--- src/rtl/mmu_pkg.sv ---
// Shared MMU definitions: TLB op codes, sequencer state encoding and
// the layout of the packed EntryHi/EntryLo0/EntryLo1/PageMask word.
package mmu_pkg;

  localparam int ENTRY_W = 86;

  localparam int PAGEMASK_LSB = 0;
  localparam int PAGEMASK_W   = 16;
  localparam int ENTRYLO1_LSB = PAGEMASK_LSB + PAGEMASK_W;
  localparam int ENTRYLO1_W   = 19;
  localparam int ENTRYLO0_LSB = ENTRYLO1_LSB + ENTRYLO1_W;
  localparam int ENTRYLO0_W   = 19;
  localparam int ENTRYHI_LSB  = ENTRYLO0_LSB + ENTRYLO0_W;
  localparam int ENTRYHI_W    = ENTRY_W - ENTRYHI_LSB;

  localparam logic [1:0] TLBOP_P  = 2'b00;
  localparam logic [1:0] TLBOP_R  = 2'b01;
  localparam logic [1:0] TLBOP_WI = 2'b10;
  localparam logic [1:0] TLBOP_WR = 2'b11;

  typedef enum logic [1:0] {
    S_IDLE = 2'd0,
    S_EXEC = 2'd1,
    S_WAIT = 2'd2,
    S_DONE = 2'd3
  } tlb_state_e;

  function automatic logic tlbop_is_write(input logic [1:0] op);
    return (op == TLBOP_WI) || (op == TLBOP_WR);
  endfunction

endpackage

--- src/rtl/tlb_random_counter.sv ---
// CP0 Random register: free-running down-counter that wraps to the top
// entry once it reaches Wired, and reloads whenever Wired is written.
module tlb_random_counter #(
  parameter int TLB_ENTRIES = 16,
  parameter int IDX_W       = 4
) (
  input  logic             clk,
  input  logic             rst,
  input  logic [IDX_W-1:0] wired,
  input  logic             wired_we,
  output logic [IDX_W-1:0] random
);

  localparam logic [IDX_W-1:0] TOP = IDX_W'(TLB_ENTRIES - 1);

  logic [IDX_W-1:0] random_q, random_d;

  always_comb begin
    random_d = random_q - 1'b1;
    if (wired_we || (random_q <= wired)) begin
      random_d = TOP;
    end
  end

  always_ff @(posedge clk or posedge rst) begin
    if (rst) begin
      random_q <= TOP;
    end else begin
      random_q <= random_d;
    end
  end

  assign random = random_q;

endmodule

--- src/rtl/tlb_op_sequencer.sv ---
// Sequences TLBP/TLBR/TLBWI/TLBWR onto the MMU TLB: stalls EX for the
// op, drives one-cycle strobes and returns probe/read results to CP0.
module tlb_op_sequencer
  import mmu_pkg::*;
#(
  parameter int TLB_ENTRIES = 16,
  parameter int IDX_W       = 4,
  parameter int ENTRY_W     = mmu_pkg::ENTRY_W
) (
  input  logic                     clk,
  input  logic                     rst,
  input  logic                     op_valid,
  input  logic [1:0]               op_code,
  input  logic                     flush,
  output logic                     stall_o,
  input  logic [IDX_W-1:0]         cp0_index,
  input  logic [IDX_W-1:0]         cp0_wired,
  input  logic                     cp0_wired_we,
  input  logic [ENTRY_W-1:0]       cp0_entry,
  output logic [IDX_W-1:0]         random_o,
  output logic [ENTRY_W+IDX_W-1:0] tlb_config,
  output logic                     tlbwi,
  output logic                     tlbp,
  input  logic [31:0]              tlbp_result,
  output logic [IDX_W-1:0]         tlb_rd_index,
  input  logic [ENTRY_W-1:0]       tlb_rd_data,
  output logic                     index_we,
  output logic [31:0]              probe_index_o,
  output logic                     entry_we,
  output logic [ENTRY_W-1:0]       entry_o
);

  tlb_state_e               state_q, state_d;
  logic [1:0]               op_q, op_d;
  logic [ENTRY_W+IDX_W-1:0] config_q, config_d;
  logic                     tlbwi_q, tlbwi_d;
  logic                     tlbp_q, tlbp_d;
  logic [IDX_W-1:0]         rd_index_q, rd_index_d;
  logic                     index_we_q, index_we_d;
  logic [31:0]              probe_q, probe_d;
  logic                     entry_we_q, entry_we_d;
  logic [ENTRY_W-1:0]       entry_q, entry_d;
  logic [IDX_W-1:0]         idx_sel;
  logic                     accept;

  tlb_random_counter #(
    .TLB_ENTRIES(TLB_ENTRIES),
    .IDX_W      (IDX_W)
  ) u_random (
    .clk     (clk),
    .rst     (rst),
    .wired   (cp0_wired),
    .wired_we(cp0_wired_we),
    .random  (random_o)
  );

  assign accept  = (state_q == S_IDLE) && op_valid && !flush;
  // TLBWR must use the Random value seen in the accept cycle.
  assign idx_sel = (op_code == TLBOP_WR) ? random_o : cp0_index;

  // Strobes are computed one state early so they are registered outputs
  // that are high exactly while the FSM sits in EXEC (or DONE).
  always_comb begin
    state_d    = state_q;
    op_d       = op_q;
    config_d   = config_q;
    rd_index_d = rd_index_q;
    probe_d    = probe_q;
    entry_d    = entry_q;
    tlbwi_d    = 1'b0;
    tlbp_d     = 1'b0;
    index_we_d = 1'b0;
    entry_we_d = 1'b0;
    case (state_q)
      S_IDLE: begin
        if (accept) begin
          op_d     = op_code;
          config_d = {idx_sel, cp0_entry};
          tlbwi_d  = tlbop_is_write(op_code);
          tlbp_d   = (op_code == TLBOP_P);
          if (op_code == TLBOP_R) begin
            rd_index_d = idx_sel;
          end
          state_d = S_EXEC;
        end
      end
      S_EXEC: state_d = S_WAIT;
      S_WAIT: begin
        if (op_q == TLBOP_P) begin
          probe_d    = tlbp_result;
          index_we_d = 1'b1;
        end
        if (op_q == TLBOP_R) begin
          entry_d    = tlb_rd_data;
          entry_we_d = 1'b1;
        end
        state_d = S_DONE;
      end
      default: state_d = S_IDLE;
    endcase
  end

  always_ff @(posedge clk or posedge rst) begin
    if (rst) begin
      state_q    <= S_IDLE;
      op_q       <= TLBOP_P;
      config_q   <= '0;
      tlbwi_q    <= 1'b0;
      tlbp_q     <= 1'b0;
      rd_index_q <= '0;
      index_we_q <= 1'b0;
      probe_q    <= '0;
      entry_we_q <= 1'b0;
      entry_q    <= '0;
    end else begin
      state_q    <= state_d;
      op_q       <= op_d;
      config_q   <= config_d;
      tlbwi_q    <= tlbwi_d;
      tlbp_q     <= tlbp_d;
      rd_index_q <= rd_index_d;
      index_we_q <= index_we_d;
      probe_q    <= probe_d;
      entry_we_q <= entry_we_d;
      entry_q    <= entry_d;
    end
  end

  assign stall_o       = accept || (state_q == S_EXEC) || (state_q == S_WAIT);
  assign tlb_config    = config_q;
  assign tlbwi         = tlbwi_q;
  assign tlbp          = tlbp_q;
  assign tlb_rd_index  = rd_index_q;
  assign index_we      = index_we_q;
  assign probe_index_o = probe_q;
  assign entry_we      = entry_we_q;
  assign entry_o       = entry_q;

endmodule

--- config.mk ---
export PLATFORM = sky130hd
export DESIGN_NAME = tlb_op_sequencer
export DESIGN_NICKNAME = d
export VERILOG_FILES = /design/src/rtl/mmu_pkg.sv /design/src/rtl/tlb_random_counter.sv /design/src/rtl/tlb_op_sequencer.sv
export SDC_FILE = /design/constraint.sdc
export NUM_CORES = 1
export LEC_CHECK = 0
export CORE_AREA = 2 2 173 175
export DETAILED_ROUTE_END_ITERATION = 12
export DIE_AREA = 0 0 175 177
export HOLD_SLACK_MARGIN = 0.03
export PLACE_DENSITY_LB_ADDON = 0.2
export SETUP_SLACK_MARGIN = 0.2
export SLEW_MARGIN = 5
export SYNTH_ARGS = -nofsm -noshare
export SYNTH_HDL_FRONTEND = slang
export SYNTH_SLANG_ARGS = --single-unit
--- constraint.sdc ---
create_clock -name clk -period 12.4 [get_ports clk]
set_input_delay 1.86 -clock clk [delete_from_list [all_inputs] [get_ports clk]]
set_output_delay 1.86 -clock clk [all_outputs]
set_load 0.01 [all_outputs]
; ---- Word-level counts from Yosys, hierarchy flattened
; Index checks and enable logic that the tools add are counted.
[op_classes]
n_eq_ne = 7
add_sub_neg = 1
mux = 12
order_cmp = 1
reduce_logical = 14
[ops]
columns = cell, n
row1 = two-way mux 1 bit, 8
row2 = two-way mux 4 bit, 2
row3 = "equality test 2 x 1 -> 1 bit, second input constant", 3
row4 = "equality test 2 bit, second input constant", 3
row5 = logical NOT 2 bit, 3
row6 = case mux 2 bit (3 select lines), 1
row7 = AND reduction 2 bit, 3
row8 = <= comparator 4 bit, 1
row9 = logical OR 1 bit, 4
row10 = "subtractor 4 x 1 -> 4 bit, second input constant", 1
row11 = AND reduction 3 bit, 1
row12 = logical AND 1 bit, 2
row13 = two-way mux 2 bit, 1
row14 = "inequality test 2 bit, second input constant", 1
row15 = logical NOT 1 bit, 1
[word_totals]
elab_cells = 46
in_bits = 219
regBits = 224
output_inout_bits = 221

; ---- Depth between registers and ports, before layout
; Gate-level depths: netlist (run 1).
[logic_depth]
ltp_word = 5
ltp_mapped = 7

; ---- Modules after synthesis
; A second synthesis (run 1) with hierarchy kept.
[hier_totals]
hier_cells = 512
area_unflattened_um2 = 8559.5
[modules_own_cells]
columns = mod, cells_each, area_each_um2, n_inst
row1 = tlb_op_sequencer, 486, 8269.2, 1
row2 = tlb_random_counter, 26, 290.3, 1

; ---- Worst setup path after synthesis (run 1)
; OpenSTA, ideal clock, no wires.
[synth_path]
kind = input-to-output
from = input flush
to = output stall_o
t_required_ns = 10.540
path_stages = 4
arrival_ns = 2.522
path_slack_ns = 8.018
n_path_buf = 2
cell_sequence = nand3b_1 buf_2 clkbuf_1 nand2_1
[synth_via]
elab_chain_len = 4
[synth_lines]
columns = element, line_no
row1 = start: declaration, tlb_op_sequencer.sv:14  ; input logic flush,
row2 = logical NOT 1 bit, tlb_op_sequencer.sv:57  ; assign accept = (state_q == S_IDLE) && op_valid && !flush;
row3 = logical AND 1 bit, tlb_op_sequencer.sv:57
row4 = logical OR 1 bit (2 in series), tlb_op_sequencer.sv:129  ; assign stall_o = accept || (state_q == S_EXEC) || (state_q == S_WAIT);
row5 = end: declaration, tlb_op_sequencer.sv:15  ; output logic stall_o,
; Every way passes these cells.

; ---- Final worst setup path (run 1)
; Same ends and word-level chain as after synthesis.

==> flow_summary.toml, run 1 <==
[status]
status = "complete, no violations"

[synth]
synth_nets = 741
synth_ff_type = "dfrtp_1"
synth_cell_types = 26
syn_area_um2 = 8680
yosysSeqAreaShare_pct = 64.7
async_reset_ff_share_pct = 100
synth_most_common_cell = "dfrtp_1"
yosysTopAreaCell = "dfrtp_1"
yosysTopAreaCellShare_pct = 63.5
ys_ff_latch = 224
ys_top_cells_by_count = "220 x dfrtp_1, 176 x mux2_2, 33 x mux2_4, 15 x buf_2, 10 x inv_1"
netlist_instances = 513
synth_edf_count = 0
yosys_warnings = 0
synthTopCellsByArea = "dfrtp_1 63%, mux2_2 23%, mux2_4 5.7%"
syn_avg_cell_area_um2 = 16.9

[global_routing]
antenna_found_initial = 0
grt_pass1_vias = 6185
grt_pass1_wl_mm = 36.2
grt_overflow = 0
grt_usage_pct = 14.8
grt_max_degree = 94

[die]
dieArea_um2 = 31000
fp.dieH_um = 177
row_count = 63
ioPinCount = 440
fp.coreArea_um2 = 29200
die_w_um = 175
initial_utilization_pct = 29.7

[route]
first_iter_violations = 212
wl_per_cell_um = 17.4
routed_via_density = 4.34
via_count = 5948
drt_first_pass_iters = 4
drc = 0
drt_wl_total_mm = 23.8
drtAntennaViolNets = 0

[timing]
min_period_over_period_pct = 42.0
setup_tns_ns = 0
finalClockSkew_ns = 0.00952
maxSlewHeadroom_pct = 31.0
layout_min_cycle_time_ns = 5.21
clock.fmax_mhz = 192
rsz0062_at_grt = "false"
worst_slack_ns = 7.19
setup_viol = 0
drv_slew = 0
hold_viol = 0
worst_slew_pin_slew_ns = 1.04

[setup_path]
critPathKind = "input port to output port"
critPathBufInv = 3
cp_slowest_stage_delay_ns = 0.51
cpMaxStageDelayCell = "clkdlybuf4s50_1"
crit_family = "buffers and inverters"
path_max_fanout = 23
endpoint_kind = "output port"
start_kind = "input port"
cp_common_cell = "clkdlybuf4s50_1"
cp.required_ns = 10.54
path_cells = "clkdlybuf4s50_1 > nand3b_1 > buf_4 > nand2_1 > clkdlybuf4s50_1"
critical_path_arrival_ns = 3.35

[power]
p_int_w = 0.00261
sw_frac_of_total_pct = 29.0
seqPwrFrac_pct = 34.9
power_frac_comb_pct = 44.8
p_per_area_nw_per_um2 = 258
switching_power_w = 0.00107
p_leak_nw = 6.12
clockPowerShare_pct = 20.4
power_w = 0.00368
peakVddDrop_mv = 0.123

[clock_network]
post_cts_buffers = 0
cts_buffers = 27
clk_latency_ns = 0.52
clock_path_buffers = 3
cts.clk_slew.worst_paths_ns = 0.05
htreeDepth = 1
cts_tree = "built"
holdBufCountCts = 0
root_buffer = "clkbuf_16"
cts_sinks = 224
cts_resized = 0

[final_layout]
seq_area_um2 = 5610
final_area_um2 = 14300
multiInputGateArea_um2 = 2870
drive_gt1_share_pct = 26.8
n_fill_cell = 2598
final_nets = 1192
finish.utilization_pct = 48.9
syn2layout_area_growth_pct = 64.8
n_antenna_cell = 0

[placement]
portBuffers = 439
globalplace.congestion = 0.759
dp_hpwl_mm = 17.2
post_dp_cell_area_um2 = 13500
detailedPlace.worstSlack_ns = 7.20

[run]
drv_cap = 0

[min_path]
hold_class = "flop to flop"
==> cells by family (layout without fill, tap and decap cells) <==
kind of cell,Yosys count,count (layout),synth area share (%)
AND/OR/NAND/NOR,17,17,1.33
flip-flops,224,224,64.7
buffers and inverters,33,501,2.25
XOR/XNOR,2,2,0.202
adder cells (fa/ha/maj),9,9,1.30
AO/OA/AOI/OAI,14,14,1.11
multiplexers,214,214,29.1
==> flip-flops by register name (all words and copies together) (netlist names), 2 cells and up <==
signal,count
tlb_config,90
tlb_rd_index,4
state_q,2
op_q,2
probe_index_o,32
entry_o,86
u_random.random,4
==> placed cells by master (no fill, tap or decap), types with 2 or more instances in the layout <==
master,n
a21o_1,3
buf_4,6
clkbuf_1,6
clkbuf_16,27
clkbuf_8,6
clkdlybuf4s50_1,439
clkinv_2,6
dfrtp_1,220
dfstp_2,4
ha_1,9
inv_1,9
mux2_2,176
mux2_4,33
mux2i_1,4
nand2_1,7
nor2_1,2
nor3_1,2
o211ai_1,4
o21ai_0,5
xnor2_1,2
==> metal layers <==
metal  wire, µm  GRT usage (%)  vias up
met5          0              0        -
met4        655           4.86        0
met3       2110           4.75       44
met2      11700           25.3      270
met1       9310           17.8     2929
li1           -              -     2705
==> tightest hold or removal path, cell delays in order (launching register included) <==
cell,delay [ns]
dfrtp_1,0.34
nand2_1,0.04
o21ai_0,0.06
==> area by class of cell <==
type                       instances  area share, %
inverter                          10          0.315
multi-input combinational        256           20.1
clock inverter                     7          0.420
timing repair buffer             445           31.1
sequential                       224           39.3
clock buffer                      39           5.46
tap                              390           3.41
==> metrics by stage <==
step,hold slack (ns),std cells
after global placement,0.461,1325
after floorplan,0.492,513
after CTS,0.488,1371
after global routing,0.513,1371
after detailed placement,0.474,1325
final,0.481,1371
==> worst paths after layout <==
kind,start,endpoint,slack (ns),cells after the start
max,flush,stall_o,7.19,5
min,tlb_config[88]$_DFFE_PP0P_,tlb_config[88]$_DFFE_PP0P_,0.48,2
max reg2reg,state_q[0]$_DFFE_PP0P_,tlb_config[40]$_DFFE_PP0P_,9.83,6
min reg2reg,tlb_config[88]$_DFFE_PP0P_,tlb_config[88]$_DFFE_PP0P_,0.48,2
max in group asynchronous,rst,probe_index_o[2]$_DFFE_PP0P_,9.14,3
min in group asynchronous,rst,entry_o[74]$_DFFE_PP0P_,1.87,2
==> power groups by stage <==
stage / registers (W) / clock network (W) / logic, W
after detailed placement: 0.00130 / 0 / 0.00167
after global placement: 0.00128 / 0 / 0.00167
after floorplan: 0.00146 / 0 / 0.000575
after global routing: 0.00134 / 0.000803 / 0.00175
final: 0.00128 / 0.000750 / 0.00165
after CTS: 0.00129 / 0.000773 / 0.00168
(Power assumes the default switching activity.)
==> run 2, diff against run 1 <==
--- a/config.mk
+++ b/config.mk
@@ -5,9 +5,9 @@
 export SDC_FILE = /design/constraint.sdc
 export NUM_CORES = 1
 export LEC_CHECK = 0
-export CORE_AREA = 2 2 173 175
+export CORE_AREA = 2 2 169 171
 export DETAILED_ROUTE_END_ITERATION = 12
-export DIE_AREA = 0 0 175 177
+export DIE_AREA = 0 0 171 173
 export HOLD_SLACK_MARGIN = 0.03
 export PLACE_DENSITY_LB_ADDON = 0.2
 export SETUP_SLACK_MARGIN = 0.2
==> constraint.sdc (replaced) <==
create_clock -name clk -period 4.92 [get_ports clk]
set_input_delay 0.738 -clock clk [delete_from_list [all_inputs] [get_ports clk]]
set_output_delay 0.738 -clock clk [all_outputs]
set_load 0.01 [all_outputs]
==> run 2 against run 1 <==
  * Utilization increased by 3.1 points
  * Die area is 4.5% lower
  * Clock power grew to 2.6 times the previous value
  * Non-clock buffer count did not move
  * Critical path depth unchanged
  * Worst hold slack worse by 0.0013 ns
  * Clock-buffer cell count did not move
  * Flip-flop and latch count unchanged
  * Largest cell class unchanged
  * Largest power group unchanged
==> flow_summary.toml, run 2 (synthesized netlist as in run 1, its figures left out) <==
[timing]
drv_slew = 0
setup_viol = 0
rsz0062_at_grt = "false"
layout_min_cycle_time_ns = 2.83
setup_tns_ns = 0
worst_slew_pin_slew_ns = 0.835
hold_viol = 0
finalClockSkew_ns = 0.00572
min_period_over_period_pct = 57.5
maxSlewHeadroom_pct = 44.3
clock.fmax_mhz = 353

[global_routing]
grt_pass1_vias = 6233
antenna_found_initial = 1
grt_max_degree = 134
grt_overflow = 0
grt_pass1_wl_mm = 37.2
grt_usage_pct = 16.2

[setup_path]
cp.required_ns = 4.18
start_kind = "flop"
path_max_fanout = 4
endpoint_kind = "output port"
critical_path_arrival_ns = 2.09
critPathKind = "flop to output port"

[final_layout]
final_area_um2 = 14400
seq_area_um2 = 5610
largest_reg_flops = 90
layout_commonest_cell = "clkdlybuf4s50_1"
syn2layout_area_growth_pct = 65.5
n_fill_cell = 2396
multiInputGateArea_um2 = 2870
final_cell_mix = "439 x clkdlybuf4s50_1, 220 x dfrtp_1, 176 x mux2_2"
final_nets = 1192
drive_gt1_share_pct = 27.1

[clock_network]
holdBufCountCts = 0
cts.clk_slew.worst_paths_ns = 0.06
cts_resized = 0
clk_latency_ns = 0.52
cts_buffers = 27
post_cts_buffers = 0
root_buffer = "clkbuf_16"
clock_path_buffers = 3
cts_sinks = 224
htreeDepth = 1
cts_tree = "built"

[route]
drt_first_pass_iters = 4
drt_wl_total_mm = 24.7
first_iter_violations = 191
drtAntennaViolNets = 0
routed_via_density = 4.33
via_count = 5901
drc = 0
wl_per_cell_um = 18.1

[die]
fp.coreArea_um2 = 27600
fp.dieH_um = 173
ioPinCount = 440
die_w_um = 171
row_count = 61
initial_utilization_pct = 31.4
dieArea_um2 = 29600

[min_path]
hold_class = "flop to flop"

[power]
peakVddDrop_mv = 0.377
p_per_area_nw_per_um2 = 653
p_leak_nw = 6.16
power_w = 0.00938

[placement]
dp_hpwl_mm = 18.3
post_dp_cell_area_um2 = 13500
globalplace.congestion = 0.722
portBuffers = 439

[status]
status = "complete, no violations"

[run]
drv_cap = 0
## run 2: metal layers
layer	vias up	track usage (%)	routed length, µm
li1	2714	-	-
met4	0	4.38	484
met2	255	29.3	12700
met3	36	5.63	2490
met1	2896	17.9	9080
met5	-	0	0
## run 2: worst paths after layout
kind / start / to / slack, ns / depth (start not counted)
min: tlb_config[86]$_DFFE_PP0P_ / tlb_config[86]$_DFFE_PP0P_ / 0.48 / 2
min reg2reg: tlb_config[86]$_DFFE_PP0P_ / tlb_config[86]$_DFFE_PP0P_ / 0.48 / 2
max reg2reg: state_q[0]$_DFFE_PP0P_ / entry_o[49]$_DFFE_PP0P_ / 2.44 / 5
max: state_q[0]$_DFFE_PP0P_ / stall_o / 2.09 / 5
min in group asynchronous: rst / tlb_config[25]$_DFFE_PP0P_ / 0.73 / 3
max in group asynchronous: rst / probe_index_o[7]$_DFFE_PP0P_ / 3.46 / 3
## run 2: worst max-delay path: stages, from the launching register on
cell	delay (ns)
dfrtp_1	0.40
inv_1	0.10
ha_1	0.25
nand3b_1	0.19
nand2_1	0.10
clkdlybuf4s50_1	0.53
## run 2: where the power goes
group | internal (W) | total (W) | switching [W] | leakage [nW]
Sequential | 0.00277 | 0.00323 | 0.000452 | 2.64
Clock | 0.00122 | 0.00197 | 0.000755 | 0.449
Combinational | 0.00267 | 0.00419 | 0.00151 | 3.06
Total | 0.00666 | 0.00938 | 0.00272 | 6.16
## run 2: per-stage QoR
step                util, %  cells  worst slack, ns  hold WS [ns]
finish                 52.0   1363             2.09         0.480
global route           52.0   1362             1.97         0.508
CTS                    52.0   1362             2.05         0.483
detailed placement     48.7   1313             2.19         0.471
global placement       48.7   1313             2.19         0.465
floorplan                 -    513             1.26         0.492
## run 2: cell type report
| type | instances | area share [%] |
|---|---|---|
| multi-input cells | 256 | 20.0 |
| well taps | 378 | 3.29 |
| clock buffers | 39 | 5.51 |
| repair buffers | 445 | 31.1 |
| inverters | 10 | 0.288 |
| flip-flops and latches | 224 | 39.1 |
| clock inverters | 10 | 0.749 |
| diodes | 1 | 0.0174 |
==> run 3, diff against run 2 <==
--- a/config.mk
+++ b/config.mk
@@ -5,9 +5,9 @@
 export SDC_FILE = /design/constraint.sdc
 export NUM_CORES = 1
 export LEC_CHECK = 0
-export CORE_AREA = 2 2 169 171
+export CORE_AREA = 2 2 173 175
 export DETAILED_ROUTE_END_ITERATION = 12
-export DIE_AREA = 0 0 171 173
+export DIE_AREA = 0 0 175 177
 export HOLD_SLACK_MARGIN = 0.03
 export PLACE_DENSITY_LB_ADDON = 0.2
 export SETUP_SLACK_MARGIN = 0.2
==> constraint.sdc (replaced) <==
create_clock -name clk -period 2.3 [get_ports clk]
set_input_delay 0.345 -clock clk [delete_from_list [all_inputs] [get_ports clk]]
set_output_delay 0.345 -clock clk [all_outputs]
set_load 0.01 [all_outputs]
==> run 3 against run 2 <==
  * Highest routed layer unchanged
  * Global-route usage down 0.98 points
  * First-iteration DRC count rose by 13%
  * Critical endpoint is now random_o[2]
  * Critical path type unchanged
  * Wire length down 3.0%
  * Setup slack lost 1.8 ns
  * Sequential share of layout area shrank 0.45 points
  * Final area increased by 1.2%
==> flow_summary.toml, run 3 (synthesized netlist as in run 1, its figures left out) <==
[die]
dieArea_um2 = 31000
fp.coreArea_um2 = 29200
fp.dieH_um = 177
initial_utilization_pct = 29.7
die_w_um = 175
ioPinCount = 440
row_count = 63

[final_layout]
n_antenna_cell = 0
final_nets = 1204
final_cells = 1384
finish.utilization_pct = 49.7
drive_gt1_share_pct = 28.1
layout_commonest_cell = "clkdlybuf4s50_1"
final_cell_mix = "438 x clkdlybuf4s50_1, 220 x dfrtp_1, 176 x mux2_2"
syn2layout_area_growth_pct = 67.4
largest_reg_flops = 90

[route]
routed_via_density = 4.29
drtAntennaViolNets = 0
drc = 0
drt_wl_total_mm = 24.0
via_count = 5933
wl_per_cell_um = 17.3
drt_first_pass_iters = 4
first_iter_violations = 216

[global_routing]
grt_pass1_vias = 6363
grt_max_degree = 87
grt_overflow = 0
grt_usage_pct = 15.2
grt_pass1_wl_mm = 37.1
antenna_found_initial = 0

[setup_path]
critical_path_arrival_ns = 1.69
cp.required_ns = 1.96
path_max_fanout = 5
cp_slowest_stage_delay_ns = 0.59
path_cells = "clkdlybuf4s50_1"
critPathKind = "flop to output port"
crit_family = "flip-flops"
endpoint_kind = "output port"
critPathBufInv = 1
cpMaxStageDelayCell = "dfstp_2"
start_kind = "flop"

[clock_network]
root_buffer = "clkbuf_16"
cts_buffers = 27
clock_path_buffers = 3
holdBufCountCts = 0
cts_sinks = 224
htreeDepth = 1
clk_latency_ns = 0.53
cts_tree = "built"
cts.clk_slew.worst_paths_ns = 0.06

[status]
status = "complete, no violations"

[placement]
dp_cells = 1335
globalplace.congestion = 0.719
portBuffers = 439
dp_hpwl_mm = 18.1
detailedPlace.worstSlack_ns = 0.286

[timing]
hold_viol = 0
rsz0062_at_grt = "false"
maxSlewHeadroom_pct = 67.9
worst_slew_pin_slew_ns = 0.482
finalClockSkew_ns = 0.0168
layout_min_cycle_time_ns = 2.04
hold_ws_ns = 0.281
clock.fmax_mhz = 490
worst_slack_ns = 0.260
min_period_over_period_pct = 88.7
setup_viol = 0
drv_slew = 0

[power]
peakVddDrop_mv = 0.619
p_leak_nw = 6.21
p_per_area_nw_per_um2 = 1380

[run]
drv_cap = 0

[min_path]
hold_class = "input port to async pin"
-- run 3: cell count changes in the layout (fill, tap and decap cells not counted), moves of 2 or more --
cell	before	now
clkbuf_1	5	9
buf_12	2	8
buf_4	4	10
ha_4	0	2
clkbuf_8	7	4
ha_1	9	6
clkinv_2	6	3
-- run 3: where the power goes --
| group | internal (W) | total, W | switching [W] |
|---|---|---|---|
| Sequential | 0.00594 | 0.00694 | 0.00100 |
| Clock | 0.00251 | 0.00409 | 0.00159 |
| Combinational | 0.00584 | 0.00906 | 0.00322 |
-- run 3: worst paths after layout --
check / startpoint / end / slack [ns] / depth (start not counted)
min in group clk: tlbp_result[26] / probe_index_o[26]$_DFFE_PP0P_ / 0.42 / 2
max in group asynchronous: rst / tlb_config[33]$_DFFE_PP0P_ / 1.49 / 4
max reg2reg: state_q[0]$_DFFE_PP0P_ / tlb_rd_index[3]$_DFFE_PP0P_ / 0.35 / 7
min reg2reg: tlb_config[88]$_DFFE_PP0P_ / tlb_config[88]$_DFFE_PP0P_ / 0.48 / 2
max: u_random.random[2]$_DFF_PP1_ / random_o[2] / 0.26 / 1
min: rst / entry_o[62]$_DFFE_PP0P_ / 0.28 / 3
-- run 3: cell type report --
class | instances | area [µm²]
Fill cell | 2604 | 14700
Sequential cell | 224 | 5610
Timing Repair Buffer | 457 | 4620
Multi-Input combinational cell | 256 | 2910
Clock buffer | 40 | 764
Tap cell | 390 | 488
Clock inverter | 7 | 92.6
Inverter | 10 | 41.3
-- run 3: through the flow --
| stage | setup TNS, ns | power, W | area (µm²) |
|---|---|---|---|
| finish | 0 | 0.0201 | 14500 |
| global route | 0 | 0.0213 | 14500 |
| CTS | 0 | 0.0204 | 14500 |
| detailed placement | 0 | 0.0161 | 13600 |
| global placement | 0 | 0.0160 | 13600 |
| floorplan | -213.31 | 0.0110 | 8680 |
-- run 3: timing repair --
action                                  4_1_cts  5_1_grt
buffers inserted                              2        0
gates resized for setup                       8        3
pin swaps                                     2        0
endpoints found under the setup margin        1        1
gates cloned                                  0        0
-- run 3: metal layers --
metal | global-route usage [%] | up-vias | routed length, µm
met5 | 0 | - | 0
met4 | 4.10 | 0 | 511
met3 | 5.65 | 41 | 2410
met2 | 26.2 | 277 | 11900
met1 | 17.9 | 2885 | 9160
li1 | - | 2730 | -
